$ cat src/rtl/out_checker_pkg.sv
// out_checker_pkg: shared FSM state, default sizes and checkpoint entry type
package out_checker_pkg;
    typedef enum logic [1:0] {IDLE, RUN, DONE} state_t;
    localparam int NUM_CHK_DEF = 4;
    localparam int CW_DEF = 16;
    // cycle field sized for the widest supported counter; users keep the low CW bits
    localparam int CYC_W = 32;
    typedef struct packed {
        logic [CYC_W-1:0] cycle;
        logic [7:0]       a;
        logic [7:0]       b;
        logic [7:0]       c;
        logic             d;
    } chk_entry_t;
endpackage

$ cat src/rtl/out_checker_chk_table.sv
// chk_table: checkpoint register file with a live copy frozen at each run start
module chk_table
    import out_checker_pkg::*;
#(
    parameter int NUM_CHK = NUM_CHK_DEF,
    parameter int IW = (NUM_CHK > 1) ? $clog2(NUM_CHK) : 1
) (
    input  logic            clk,
    input  logic            rst,
    input  logic            we,
    input  logic [IW-1:0]   widx,
    input  chk_entry_t      wdata,
    input  logic            load,
    input  logic [IW-1:0]   ridx,
    output chk_entry_t      rdata
);
    chk_entry_t tab  [NUM_CHK];
    chk_entry_t live [NUM_CHK];
    // live is copied from tab on the start edge, so a same-edge write only reaches later runs
    always_ff @(posedge clk or negedge rst) begin
        if (!rst) begin
            tab  <= '{default: '0};
            live <= '{default: '0};
        end else begin
            if (we && int'(widx) < NUM_CHK) tab[widx] <= wdata;
            if (load) live <= tab;
        end
    end
    assign rdata = (int'(ridx) < NUM_CHK) ? live[ridx] : '0;
endmodule

$ cat config.mk
export PLATFORM = sky130hd
export DESIGN_NAME = chk_table
export DESIGN_NICKNAME = d
export VERILOG_FILES = /design/src/rtl/out_checker_pkg.sv /design/src/rtl/out_checker_chk_table.sv
export SDC_FILE = /design/constraint.sdc
export NUM_CORES = 1
export LEC_CHECK = 0
export ABC_AREA = 1
export ABC_CLOCK_PERIOD_IN_PS = 1900
export CAP_MARGIN = 30
export CORE_ASPECT_RATIO = 1.25
export CORE_MARGIN = 2
export CORE_UTILIZATION = 59
export DETAILED_ROUTE_END_ITERATION = 16
export PLACE_DENSITY = 0.78
export SLEW_MARGIN = 5
export SYNTH_ARGS = -nofsm -noshare
export SYNTH_HDL_FRONTEND = slang
export SYNTH_SLANG_ARGS = --single-unit
export TNS_END_PERCENT = 30
$ cat constraint.sdc
create_clock -name clk -period 1.9 [get_ports clk]
set_input_delay 0.475 -clock clk [delete_from_list [all_inputs] [get_ports clk]]
set_output_delay 0.475 -clock clk [all_outputs]
set_load 0.02 [all_outputs]
# After elaboration in Yosys (flattened, before gate mapping)
# Cells that the tools add are included.
word_totals:
  register_bits: 456
  out_inout_bits: 57
  wordCells: 52
  input_bits: 65
classes:
  n_reduce_logical: 1
  n_mux: 6
  n_lt_le_gt_ge: 3
  bitwise_logic: 2
ops:
  columns: ["op", "n"]
  rows:
  - ["$bwmux W228", 1]
  - ["$mux W57", 3]
  - ["$bmux W57 S2", 1]
  - ["$demux W57 S2", 1]
  - ["$ge A3 B3 Y1 const B", 2]
  - ["$not A2 Y3", 2]
  - ["$lt A3 B1 Y1 const B", 1]
  - ["$logic_and A1 B1 Y1", 1]

# Longest topological paths before layout
logic_depth:
  depth_word: 6
  ltp_mapped: 7
  depth_no_buf: 4

# Worst setup path after synthesis
# Ideal clock, no wire load.
synth_timing:
  path_type: "input port to output port"
  from: "in ridx[0]"
  to: "out rdata[40] in the netlist's numbering"
  path_slack_ns: 0.139
  cell_stages: 7
  n_path_buf: 3
  arrival_time_ns: 1.286
  t_required_ns: 1.425
  path_cell_list: "buf_2 > inv_2 > buf_2 > buf_2 > nand2_1 > nand3_1 > nand2_1"
synth_rtl:
  columns: ["item", "line", "source"]
  rows:
  - ["start, declared", "out_checker_chk_table.sv:14", "input logic [IW-1:0] ridx,"]
  - ["end, declared", "out_checker_chk_table.sv:15", "output chk_entry_t rdata"]

==> results by group <==
Global route
  – Total global routing overflow: 0
  – Vias in the first global route: 16600
  – Wire length of the first global-routing pass: 84700 um
  – Combined global-route utilization of all metal layers: 30.1%
  – Initial antenna violation count: 2
  – Maximum number of pins on one net before global-route repair: 79

Synth
  – Number of warnings printed during yosys synthesis: 0
  – Number of distinct library cell variants in the gate-level netlist after synthesis: 16
  – Top-area cell type share of the netlist area: 57.7%
  – Number of standard cells after synthesis: 2400
  – Post-Syn Nets: 2465
  – Number of synthesized register bits: 456
  – Largest area contributor in the synthesized netlist: dfrtp_1
  – Cells taking the most area after synthesis: dfrtp_1, nand2_1, inv_1
  – Synth Area per Inst: 8.25 um^2
  – Share of the yosys chip area belonging to registers: 57.7%
  – Combined area of all synthesized cells: 19800 um^2

Floorplanning
  – Count of standard-cell rows: 75
  – Vertical die dimension: 209 um
  – Die Span X: 168 um
  – Starting Density: 59.4%
  – Floorplan die area: 35000 um^2
  – Core ar.: 33300 um^2
  – Number of placed I/O pins: 122

STA
  – Setup repair after global routing missed its margin: yes
  – Worst slew margin relative to its limit: 63.0%
  – Setup tns final: -0.0210 ns
  – Achievable clock frequency: 0.521 GHz
  – Worst setup margin: -0.0210 ns
  – Setup-violating endpoint count in the final report: 1
  – Final Critical Period: 1.92 ns
  – Slew at the pin closest to its max-slew limit: 0.554 ns
  – Tcrit/Tclk final: 101%
  – Final Slew Violations: 0
  – Maximum clock skew at final layout: 0.0137 ns
  – Hold Violations, Final: 0

Setup path
  – Kind of capture point of the worst setup path: primary output
  – Required time of the critical path: 1.42 ns
  – Critical Path Fanout Max: 2
  – Nature of the critical path startpoint: register
  – Crit path DAT: 1.45 ns
  – R2R Setup Slk: 1.19 ns
  – Category of the most critical setup path: reg2out

CTS
  – Buffer type at the clock tree root: clkbuf_16
  – Worst-Skew Late Latency: 0.56 ns
  – TritonCTS clock tree: done
  – Clock transition at the register clock pins on the worst setup and hold paths after CTS: 0.06 ns
  – Total clock buffers created by CTS: 44
  – # H-tree levels: 2
  – Maximum buffer depth of the clock tree: 3
  – Count of clock tree sinks: 456

Routing
  – Vias/cell: 5.65
  – Final Routed Wirelength: 52200 um
  – Count of routing violations after the opening detailed-route iteration: 1623
  – Count of TritonRoute iterations in the first routing pass: 6
  – Number of nets with antenna violations after detailed routing: 0
  – Avg WL per Cell: 17.8 um
  – Number of vias after detailed routing: 16500
  – Drt drc: 0

Placement
  – Post-DP HPWL: 30000 um
  – Total instance count after detailed placement: 2843
  – Worst slack after detailed placement: -0.502 ns
  – Placed inst area: 21600 um^2
  – Count of buffers inserted at the top-level ports: 121
  – Routability Congestion: 0.818

Run
  – Number of max-cap violations: 0

Finish
  – Fin cells: 2928
  – Fraction of final layout cells with drive strength greater than 1: 10.2%
  – Growth of design area from synthesis to finish: 16.6%
  – Final cell area excluding filler cells: 23100 um^2
  – Number of nets in the finished design: 2539

Pwr
  – Pwr Density: 1060 nW/um^2
  – Maximum vdd drop: 701 uV
  – Static leakage: 0.0121 uW

Status
  – Violations in the final reports: setup timing
  – Result of the run: finished with violations

Worst hold path
  – Path class of the lowest-slack min-delay path: in2reg
cells by family after synthesis:
kind of cell,synth area share (%)
compound gates,7.21
buf+inv,9.75
flops,57.7
simple gates,25.4
layout by cell type, fill, tap and decap left out, types with 8 or more instances in the layout:
master and n:
clkinv_2 8, nand4_1 114, buf_4 49, inv_2 28
o21ai_1 100, nand3_2 9, nand2_1 906, o21ai_0 185
clkdlybuf4s50_1 57, clkbuf_8 12, buf_2 44, nand3_1 164
inv_1 260, clkbuf_16 49, dfrtp_1 456, buf_12 32
cell usage after synthesis:
master	count
nand2_1	913
dfrtp_1	456
inv_1	286
o21ai_0	185
nand3_1	173
nand4_1	114
o21ai_1	100
buf_2	77
clkbuf_1	65
buf_6	12
buf_4	7
buf_1	6
inv_2	3
clkbuf_2	1
nand3_2	1
nor2_2	1
repair_timing:
item	CTS	global route
hold buffers	1	0
gates resized for setup	242	54
pin swaps	0	3
buffers inserted	0	1
hold endpoints to repair	29	0
cloned	2	4
setup endpoints to repair	57	45
report_power, final:
part,internal (uW),switching [uW]
Clock,4810,3720
Combinational,1420,2680
Sequential,11300,664
flip-flops by register name (all words and copies together), names as in the netlist:
name  count
live    228
tab     228
critical path, stage by stage (launching register included):
cell     delay [ns]
dfrtp_1        0.37
inv_1          0.08
nand2_1        0.07
nand3_1        0.10
nand2_1        0.10
buf_2          0.17
through the flow:
stage | util (%) | hold WS (ns) | power (uW)
6_report | 69.2 | 0.304 | 24500
5_1_grt | 69.2 | 0.322 | 25700
4_1_cts | 68.6 | 0.291 | 24500
3_5_place_dp | 64.9 | 0.431 | 16100
3_3_place_gp | 64.9 | 0.426 | 15900
2_1_floorplan | - | 0.179 | 14400
area by class of cell:
cell class,instances,area (um^2)
Timing Repair Buffer,196,2100
Clock buffer,62,1310
Antenna cell,1,2.50
Inverter,289,1100
Sequential cell,456,11400
Clock inverter,14,93.8
Multi-Input combinational cell,1487,6520
Fill cell,2538,10200
Tap cell,423,529
worst paths after layout:
check / from / endpoint / cells past startpoint
max reg2reg: live[29] / live[29] / 2
min: load / live[188] / 3
max: live[37] / rdata[37] / 5
min in group asynchronous: rst / live[173] / 2
min reg2reg: tab[149] / tab[149] / 2
max in group asynchronous: rst / tab[44] / 3
metal layers:
metal | GRT usage (%) | routed length (um)
met1 | 39.4 | 20800
met4 | 13.2 | 1820
met5 | 0 | 30
met3 | 4.09 | 3730
met2 | 50.6 | 25900
No activity file was read; power rests on OpenSTA's default activity.
